### src/rtl/fir_pkg.sv
// Shared sizing constants and FSM encoding for the pulse-shaping FIR.
// Modules take their parameter defaults from here.
package fir_pkg;
    localparam int NTAPS = 65;
    localparam int DW    = 16;
    localparam int FRAC  = 13;
    localparam int ACCW  = 40;
    localparam int CAW   = 7;

    typedef enum logic [1:0] {
        ST_IDLE  = 2'd0,
        ST_MAC   = 2'd1,
        ST_DRAIN = 2'd2,
        ST_OUT   = 2'd3
    } fir_state_e;
endpackage

### src/rtl/pulse_shape_fir_if.sv
// Sample/coefficient/result bundle of the pulse-shaping FIR.
// The slave side is the filter; the master side is the sample and coefficient source and result sink.
interface pulse_shape_fir_if #(
    parameter int DW  = fir_pkg::DW,
    parameter int CAW = fir_pkg::CAW
);
    logic [DW-1:0]  sample_in;
    logic           sample_valid;
    logic           ready;
    logic [CAW-1:0] coef_addr;
    logic [DW-1:0]  coef_in;
    logic [DW-1:0]  y_out;
    logic           y_valid;
    logic           sample_drop;

    modport slave (
        input  sample_in, sample_valid, coef_in,
        output ready, coef_addr, y_out, y_valid, sample_drop
    );

    modport master (
        output sample_in, sample_valid, coef_in,
        input  ready, coef_addr, y_out, y_valid, sample_drop
    );
endinterface

### src/rtl/fir_sample_line.sv
// Circular NTAPS-entry sample history: one write port, one combinational read-by-age port.
// Write takes effect on the clock edge; rd_off=0 returns the newest written sample.
module fir_sample_line
    import fir_pkg::*;
#(
    parameter int NTAPS = fir_pkg::NTAPS,
    parameter int DW    = fir_pkg::DW,
    parameter int CAW   = fir_pkg::CAW
) (
    input  logic           clk,
    input  logic           reset_n,
    input  logic           wr_en,
    input  logic [DW-1:0]  wr_dat,
    input  logic [CAW-1:0] rd_off,
    output logic [DW-1:0]  rd_dat
);
    localparam logic [CAW-1:0] LAST  = CAW'(NTAPS - 1);
    localparam logic [CAW-1:0] DEPTH = CAW'(NTAPS);

    logic [CAW-1:0] wr_ptr_q, wr_ptr_d;
    logic [DW-1:0]  mem_q [NTAPS];
    logic [DW-1:0]  mem_d [NTAPS];
    logic [CAW-1:0] newest;
    logic [CAW-1:0] rd_idx;

    always_comb begin
        mem_d    = mem_q;
        wr_ptr_d = wr_ptr_q;
        if (wr_en) begin
            mem_d[wr_ptr_q] = wr_dat;
            wr_ptr_d        = (wr_ptr_q == LAST) ? '0 : wr_ptr_q + 1'b1;
        end
        // The pointer has already moved past the newest entry, so age 0 sits one slot behind it.
        newest = (wr_ptr_q == '0) ? LAST : wr_ptr_q - 1'b1;
        rd_idx = (newest >= rd_off) ? newest - rd_off : newest - rd_off + DEPTH;
        rd_dat = mem_q[rd_idx];
    end

    always_ff @(posedge clk or negedge reset_n) begin
        if (!reset_n) begin
            wr_ptr_q <= '0;
            for (int i = 0; i < NTAPS; i++) begin
                mem_q[i] <= '0;
            end
        end else begin
            wr_ptr_q <= wr_ptr_d;
            mem_q    <= mem_d;
        end
    end
endmodule

### src/rtl/pulse_shape_fir.sv
// Pulse-shaping FIR with one shared multiplier; y_valid pulses NTAPS+2 cycles after a sample is taken.
// ready is high only while idle; samples offered while busy are discarded and flagged on sample_drop.
module pulse_shape_fir #(
    parameter int NTAPS = fir_pkg::NTAPS,
    parameter int DW    = fir_pkg::DW,
    parameter int ACCW  = fir_pkg::ACCW
) (
    input  logic               clk,
    input  logic               reset_n,
    pulse_shape_fir_if.slave   bus
);
    import fir_pkg::*;

    localparam int PW = 2 * DW;
    localparam logic [CAW-1:0]         LAST_TAP = CAW'(NTAPS - 1);
    localparam logic signed [ACCW-1:0] RND_BIAS = {{(ACCW-FRAC){1'b0}}, 1'b1, {(FRAC-1){1'b0}}};
    localparam logic signed [ACCW-1:0] YMAX     = {{(ACCW-DW+1){1'b0}}, {(DW-1){1'b1}}};
    localparam logic signed [ACCW-1:0] YMIN     = {{(ACCW-DW+1){1'b1}}, {(DW-1){1'b0}}};

    fir_state_e             state_q, state_d;
    logic [CAW-1:0]         tap_q, tap_d;
    logic                   ready_q, ready_d;
    logic                   y_vld_q, y_vld_d;
    logic                   drop_q, drop_d;
    logic [DW-1:0]          y_q, y_d;
    logic signed [PW-1:0]   prod_q, prod_d;
    logic                   prod_vld_q, prod_vld_d;
    logic signed [ACCW-1:0] acc_q, acc_d;
    logic signed [ACCW-1:0] acc_sum, rnd_sh;
    logic [DW-1:0]          y_sat;
    logic [DW-1:0]          x_rd;
    logic                   accept;

    assign accept           = bus.sample_valid && (state_q == ST_IDLE);
    assign bus.ready        = ready_q;
    assign bus.coef_addr    = tap_q;
    assign bus.y_out        = y_q;
    assign bus.y_valid      = y_vld_q;
    assign bus.sample_drop  = drop_q;

    fir_sample_line #(
        .NTAPS (NTAPS),
        .DW    (DW),
        .CAW   (CAW)
    ) u_line (
        .clk     (clk),
        .reset_n (reset_n),
        .wr_en   (accept),
        .wr_dat  (bus.sample_in),
        .rd_off  (tap_q),
        .rd_dat  (x_rd)
    );

    always_comb begin
        prod_d     = PW'($signed(x_rd)) * PW'($signed(bus.coef_in));
        prod_vld_d = (state_q == ST_MAC);
        acc_sum    = acc_q + ACCW'(prod_q);
        acc_d      = acc_q;
        if (accept) begin
            acc_d = '0;
        end else if (prod_vld_q) begin
            acc_d = acc_sum;
        end

        // In DRAIN acc_sum already includes the last tap, so the result is taken from it directly.
        rnd_sh = (acc_sum + RND_BIAS) >>> FRAC;
        if (rnd_sh > YMAX) begin
            y_sat = {1'b0, {(DW-1){1'b1}}};
        end else if (rnd_sh < YMIN) begin
            y_sat = {1'b1, {(DW-1){1'b0}}};
        end else begin
            y_sat = rnd_sh[DW-1:0];
        end

        state_d = state_q;
        tap_d   = tap_q;
        y_d     = y_q;
        y_vld_d = 1'b0;
        drop_d  = bus.sample_valid && (state_q != ST_IDLE);
        case (state_q)
            ST_IDLE: begin
                if (accept) begin
                    state_d = ST_MAC;
                    tap_d   = '0;
                end
            end
            ST_MAC: begin
                if (tap_q == LAST_TAP) begin
                    state_d = ST_DRAIN;
                    tap_d   = '0;
                end else begin
                    tap_d = tap_q + 1'b1;
                end
            end
            ST_DRAIN: begin
                state_d = ST_OUT;
                y_d     = y_sat;
                y_vld_d = 1'b1;
            end
            ST_OUT:  state_d = ST_IDLE;
            default: state_d = ST_IDLE;
        endcase
        ready_d = (state_d == ST_IDLE);
    end

    always_ff @(posedge clk or negedge reset_n) begin
        if (!reset_n) begin
            state_q    <= ST_IDLE;
            tap_q      <= '0;
            ready_q    <= 1'b1;
            y_vld_q    <= 1'b0;
            drop_q     <= 1'b0;
            y_q        <= '0;
            prod_q     <= '0;
            prod_vld_q <= 1'b0;
            acc_q      <= '0;
        end else begin
            state_q    <= state_d;
            tap_q      <= tap_d;
            ready_q    <= ready_d;
            y_vld_q    <= y_vld_d;
            drop_q     <= drop_d;
            y_q        <= y_d;
            prod_q     <= prod_d;
            prod_vld_q <= prod_vld_d;
            acc_q      <= acc_d;
        end
    end
endmodule

### src/flat_wrapper.sv
// flat-port wrapper written by rule: the top's interface ports become plain ports
module pulse_shape_fir_flat import fir_pkg::*;
#(
    parameter int NTAPS = fir_pkg::NTAPS,
    parameter int DW    = fir_pkg::DW,
    parameter int ACCW  = fir_pkg::ACCW
)
  (clk, reset_n, bus_sample_in, bus_sample_valid, bus_coef_in, bus_ready, bus_coef_addr, bus_y_out, bus_y_valid, bus_sample_drop);
  pulse_shape_fir_if #(.DW(DW), .CAW(7)) bus_i ();
  input  logic clk;
  input  logic reset_n;
  input wire logic [$bits(bus_i.sample_in)-1:0] bus_sample_in;
  input wire logic [$bits(bus_i.sample_valid)-1:0] bus_sample_valid;
  input wire logic [$bits(bus_i.coef_in)-1:0] bus_coef_in;
  output wire logic [$bits(bus_i.ready)-1:0] bus_ready;
  output wire logic [$bits(bus_i.coef_addr)-1:0] bus_coef_addr;
  output wire logic [$bits(bus_i.y_out)-1:0] bus_y_out;
  output wire logic [$bits(bus_i.y_valid)-1:0] bus_y_valid;
  output wire logic [$bits(bus_i.sample_drop)-1:0] bus_sample_drop;
  assign bus_i.sample_in = bus_sample_in;
  assign bus_i.sample_valid = bus_sample_valid;
  assign bus_i.coef_in = bus_coef_in;
  assign bus_ready = bus_i.ready;
  assign bus_coef_addr = bus_i.coef_addr;
  assign bus_y_out = bus_i.y_out;
  assign bus_y_valid = bus_i.y_valid;
  assign bus_sample_drop = bus_i.sample_drop;
  pulse_shape_fir #(.NTAPS(NTAPS), .DW(DW), .ACCW(ACCW)) u_core (.clk(clk), .reset_n(reset_n), .bus(bus_i));
endmodule
### config.mk
export PLATFORM = sky130hd
export DESIGN_NAME = pulse_shape_fir_flat
export DESIGN_NICKNAME = d
export VERILOG_FILES = /design/src/rtl/fir_pkg.sv /design/src/rtl/pulse_shape_fir_if.sv /design/src/rtl/fir_sample_line.sv /design/src/rtl/pulse_shape_fir.sv /design/src/flat_wrapper.sv
export SDC_FILE = /design/constraint.sdc
export NUM_CORES = 2
export LEC_CHECK = 0
export CELL_PAD_IN_SITES_DETAIL_PLACEMENT = 1
export CELL_PAD_IN_SITES_GLOBAL_PLACEMENT = 2
export CORE_ASPECT_RATIO = 0.6
export CORE_MARGIN = 10
export CORE_UTILIZATION = 47
export DETAILED_ROUTE_END_ITERATION = 10
export GPL_TIMING_DRIVEN = 1
export PLACE_DENSITY_LB_ADDON = 0.2
export SYNTH_ARGS = -nofsm -noshare
export SYNTH_HDL_FRONTEND = slang
export SYNTH_SLANG_ARGS = --single-unit
### constraint.sdc
create_clock -name clk -period 34.7 [get_ports clk]
set_input_delay 6.94 -clock clk [delete_from_list [all_inputs] [get_ports clk]]
set_output_delay 6.94 -clock clk [all_outputs]
set_load 0.02 [all_outputs]
==> impl_metrics.csv <==
group,metric,value,unit
status,status,"complete, no violations",
finish,seq_area,28700,µm²
synth,synthCells,6322,
synth,syn-cell-area,66800,µm²
placement,gp_congestion,0.862,
die,pin_count,61,
cts,cts_hold_buf,0,
synth,ys_top_cells_by_area,"dfrtp_1, mux2_2, fa_1",
setup_path,end_kind,"register",
cts,cts.htree.levels,3,
synth,synth_seq_cells,1148,
power,worst_ir_drop_vdd,0.0426,mV
power,p_sw_share,29.0,%
setup_path,cp_max_fo,60,
synth,netlist_top_cells_count,"dfrtp_1, mux2_2, nand2_1, clkbuf_1, inv_1",
finish,utilization,51.3,%
timing,finalCritPeriodShare,43.8,%
cts,cts_setup_buffers,0,
synth,synth_most_common_cell,"dfrtp_1",
routing,wl_per_cell,27.2,µm
cts,cts.sinks,1148,
die,die_h,312,µm
timing,finalSetupViolations,0,
cts,root_buffer,"clkbuf_16",
power,p_per_area,42.7,nW/µm²
finish,area_delta_synth_final,8.60,%
synth,syn-num-nets,6755,
power,p_sw,0.000899,W
routing,drt_iter0_markers,4477,
timing,min_period,15200,ps
cts,clk_pin_slew,60,ps
timing,tightest_slew,1390,ps
synth,ys.flop_type,"dfrtp_1",
timing,hold_viol_final,0,
timing,rsz0062_at_grt,"no",
synth,yosysSeqAreaShare,43.0,%
routing,ant_nets,0,
timing,slew_viol_final,0,
power,p_int,0.00220,W
cts,cts_tree,"done",
setup_path,slowest_stage,"a211oi_1",
setup_path,path_class,"register to register",
setup_path,worstPathArrival,15760,ps
die,core-area,142000,µm²
power,p_clk_share,39.7,%
finish,multiInputGateArea,35100,µm²
global_routing,grt_max_degree,180,
synth,synth_top_area_cell,"dfrtp_1",
power,total_leakage_power,35.2,nW
die,initial_core_util,47.2,%
cts,clockBufferDepth,3,
min_path,hold_class,"register to register",
global_routing,grt_use_total,27.6,%
power,pwr-share-comb,16.2,%
routing,firstDrtPassIters,7,
routing,vias,48800,
global_routing,antenna_found_initial,4,
setup_path,worst_path_largest_cell_delay,960,ps
synth,synth_edf_count,0,
die,fp.dieArea,158000,µm²
placement,port_buffers,60,
die,die_w,507,µm
setup_path,critPathLaunchType,"register",
synth,ys_warn_count,0,
placement,dp_hpwl,143,mm
synth,yosysUniqueCellTypes,92,
run,cap_violations,0,
synth,synth_top_area_share,43.0,%
routing,drt_wl_total,221,mm
die,num_rows,107,
synth,avgSynthCellArea,10.6,µm²
timing,fmax,65.8,MHz
setup_path,crit_required,35270,ps
global_routing,grt_pass1_vias,50600,
timing,slew_headroom,6.69,%
global_routing,grt_pass1_wl,337,mm
finish,drive_gt1_share,23.1,%
finish,nNetsFinal,6578,
timing,finalSetupTns,0,ps
cts,cts_resized,0,
synth,async_flop_share,100,%
finish,fillerInstances,15100,
cts,insertion_delay,750,ps
cts,numCtsBuffers,109,
routing,drc,0,
timing,fin_skew,25.0,ps
routing,vias_per_cell,5.99,
power,p_seq_share,44.2,%
global_routing,grt_overflow_total,0,
power groups by stage:
stage,logic [W],registers (W),clock network (W)
floorplan,0.000331,0.00139,0
global placement,0.000483,0.00139,0
CTS,0.000495,0.00137,0.00125
global route,0.000550,0.00137,0.00131
detailed placement,0.000492,0.00139,0
finish,0.000501,0.00137,0.00123
through the flow:
stage / hold slack [ps] / std cells / setup slack, ps / area (µm²) / total power, W
2_1_floorplan: 471 / 6322 / 21800 / 66800 / 0.00172
3_3_place_gp: 462 / 7941 / 19930 / 69000 / 0.00187
3_5_place_dp: 474 / 7941 / 19640 / 69000 / 0.00188
4_1_cts: 495 / 8133 / 19570 / 72500 / 0.00311
5_1_grt: 511 / 8133 / 18360 / 72500 / 0.00323
6_report: 490 / 8137 / 19500 / 72600 / 0.00310
cells in the final DEF, fill, tap and decap left out, types with 20 or more instances in the layout:
master,Yosys,final
dfrtp_1,1147,1146
a21oi_1,292,292
mux2i_1,146,146
and2_1,166,166
a21o_1,36,36
nor3_1,41,34
nor2_1,153,141
clkbuf_1,382,30
mux2_2,1050,1050
and3_1,42,41
ha_1,134,134
o21ai_0,148,148
nand4_1,38,38
xor2_1,29,27
nand3_1,340,339
clkbuf_8,0,23
clkdlybuf4s50_1,0,43
xnor2_1,65,63
inv_1,362,362
mux4_2,25,25
a211oi_1,33,33
buf_4,1,101
a311oi_1,20,20
nand2b_1,21,21
clkbuf_16,0,110
fa_1,264,264
nand2_1,1039,1039
registers in the layout (all words and copies together), names as in the netlist:
name,flops
u_core.prod_vld_q,1
u_core.bus.y_out,16
u_core.bus.sample_drop,1
u_core.state_q,2
u_core.u_line.wr_ptr_q,7
u_core.prod_q,32
u_core.u_line.mem_q,1040
u_core.bus.y_valid,1
u_core.acc_q,40
u_core.bus.ready,1
u_core.bus.coef_addr,7
layout make-up:
class / count / share of cell area [%]
multi-input combinational: 4357 / 48.4
sequential: 1148 / 39.6
clock buffer: 163 / 4.39
tap: 1907 / 3.29
timing repair buffer: 167 / 1.93
inverter: 362 / 1.87
clock inverter: 29 / 0.512
antenna: 4 / 0.0138
worst paths after layout:
path                                      startpoint                        to  slack (ps)  cells after the start
hold reg to reg                 u_core.bus.y_out[15]      u_core.bus.y_out[15]         490                      1
setup reg to reg           u_core.u_line.wr_ptr_q[0]         u_core.prod_q[31]       19500                     44
min in group asynchronous                    reset_n          u_core.acc_q[30]        6280                      1
hold / removal                  u_core.bus.y_out[15]      u_core.bus.y_out[15]         490                      1
setup / recovery           u_core.u_line.wr_ptr_q[0]         u_core.prod_q[31]       19500                     44
max in group asynchronous                    reset_n  u_core.u_line.mem_q[612]       24440                      5
kinds of logic after synthesis:
kind of cell               after synthesis  share of synthesized area (%)
and+or+nand+nor                       1933                           13.2
buffers and inverters                  817                           4.68
muxes                                 1221                           20.7
AOI/OAI and AO/OA                      711                           6.79
adders and majority gates              398                           10.4
xor gates and xnor gates                94                           1.23
DFF                                   1148                           43.0
worst max-delay path, delay by kind of cell (launching register included):
| kind | cells | cell delay, ps |
|---|---|---|
| compound gates | 12 | 3960 |
| xor+xnor | 1 | 140 |
| fa+ha+maj | 11 | 4800 |
| buf+inv | 9 | 1780 |
| flops | 1 | 510 |
| simple gates | 11 | 3530 |
layer usage:
layer | GRT usage [%] | share of wire (%)
met1 | 44.7 | 51
met2 | 37.6 | 40
met3 | 5.95 | 7.7
met4 | 4.50 | 1.6
met5 | 0 | 0.0059
Note: power is estimated with default switching activity, not from simulation.
==> variant: new RTL, config.mk and constraints unchanged <==
The package constant `NTAPS` goes from 65 to 130.
--- a/src/rtl/fir_pkg.sv
+++ b/src/rtl/fir_pkg.sv
@@ -3,3 +3,3 @@
 package fir_pkg;
-    localparam int NTAPS = 65;
+    localparam int NTAPS = 130;
     localparam int DW    = 16;
Check against the original RTL: not settled (the Yosys comparison gave no result); the edit may change what the design does.
==> variant against the original RTL <==
Die area increased by 62%; final cell count increased by 37%; critical endpoint is now u_core.prod_q[30]$_DFF_PN0_; area after synthesis increased by 66%; critical path type unchanged; routed wire length increased by 60%; sequential cell count increased by 1008; setup slack improved by 390 ps; design area increased by 68%; core utilization increased by 0.47 points.
Power is not shown: default switching activity piles up to over one toggle a cycle in this logic, so the estimate is an artifact.
==> variant: results (changes against the original RTL) <==
drt:
  routed-wl-met3_um: 30200  # was 16,900 um
  viasPerCell: 6.22  # was 5.99
  vias: 69600  # was 48,800
  drtIter0Drc: 6568  # was 4,477
setup_path:
  slowest_stage: "a32oi_1"  # was a211oi_1
  arrival_ps: 15560  # was 15,760 ps
  r2r_start: "u_core.u_line.wr_ptr_q[5]$_DFFE_PN0P_"  # was u_core.u_line.wr_ptr_q[0]$_DFFE_PN0P_
  worstPathMaxFanout: 51  # was 60
  r2r-end: "u_core.prod_q[30]$_DFF_PN0_"  # was u_core.prod_q[31]$_DFF_PN0_
  max_stage_delay_ps: 1120  # was 960 ps
final_layout:
  fin_nets: 8302  # was 6,578
  final_area_mm2: 0.122  # was 0.0726 mm2
  reg.largest.list: "u_core.u_line.mem_q (2048), u_core.acc_q (40), u_core.prod_q (32)"  # was u_core.u_line.mem_q (1040), u_core.acc_q (40), u_core.prod_q (32)
  drive_gt1_frac: 0.399  # was 0.231
place:
  placed_area_mm2: 0.115  # was 0.0690 mm2
  dp.cells: 10800  # was 7,941
clocking:
  numCtsBuffers: 212  # was 109
  clk_latency_ps: 900  # was 750 ps
  clockBufferDepth: 4  # was 3
logic_synthesis:
  synth_nets: 8492  # was 6,755
  synth_xor_area_frac: 0.00702  # was 0.0123
  synth_fa_ha_area_frac: 0.0628  # was 0.104
  synth_cells: 8058  # was 6,322
  yosys-top-cells-area: "dfrtp_1, mux2_2, mux4_2"  # was dfrtp_1, mux2_2, fa_1
  synthMuxAreaShare: 0.324  # was 0.207
sta:
  maxSlewHeadroom: 0.0385  # was 0.0669
global_route:
  grt_pass1_wl_um: 524000  # was 337,000 um
  track_usage: 0.273  # was 0.276
  grtUsageMet1: 0.446  # was 0.447
  grt_start_max_net_pins: 132  # was 180
  grt_pass1_vias: 73400  # was 50,600
outcome:
  outcome: "finished clean"  # unchanged
==> variant: changes by cell type in the layout (fill, tap and decap cells not counted), sizes merged, moves of 202 or more <==
cell   delta
dfrtp  +1008
nand2   -569
a21oi   -208
nand3   -202
mux2   +1014
mux4    +495
==> variant: worst max path at each step <==
| stage | startpoint | end | slack (ps) | cells past startpoint |
|---|---|---|---|---|
| global placement | u_core.u_line.wr_ptr_q[5]$_DFFE_PN0P_ | u_core.prod_q[30]$_DFF_PN0_ | 20210 | 43 |
| CTS | u_core.u_line.wr_ptr_q[5]$_DFFE_PN0P_ | u_core.prod_q[30]$_DFF_PN0_ | 19960 | 43 |
| finish | u_core.u_line.wr_ptr_q[5]$_DFFE_PN0P_ | u_core.prod_q[30]$_DFF_PN0_ | 19900 | 44 |
| global route | u_core.u_line.wr_ptr_q[3]$_DFFE_PN0P_ | u_core.prod_q[30]$_DFF_PN0_ | 19050 | 43 |
| floorplan | bus_coef_in[1] | u_core.prod_q[30]$_DFF_PN0_ | 21800 | 25 |
| detailed placement | u_core.u_line.wr_ptr_q[5]$_DFFE_PN0P_ | u_core.prod_q[30]$_DFF_PN0_ | 20040 | 43 |
==> variant: logic make-up (layout without fill, tap and decap cells) <==
group	after synthesis	in the layout
other	0	6
flip-flops	2156	2156
AND/OR/NAND/NOR	1322	1322
AO/OA/AOI/OAI	457	457
buffers and inverters	951	917
multiplexers	2684	2684
adder cells (fa/ha/maj)	399	399
XOR/XNOR	89	89
==> variant: cell type report <==
cell class                      count  share of cell area
Sequential cell                  2156               0.443
Multi-Input combinational cell   4951               0.440
Clock buffer                      301              0.0513
Tap cell                         3150              0.0324
Timing Repair Buffer              232              0.0159
Inverter                          315             0.00971
Clock inverter                     69             0.00725
Antenna cell                        6            0.000123
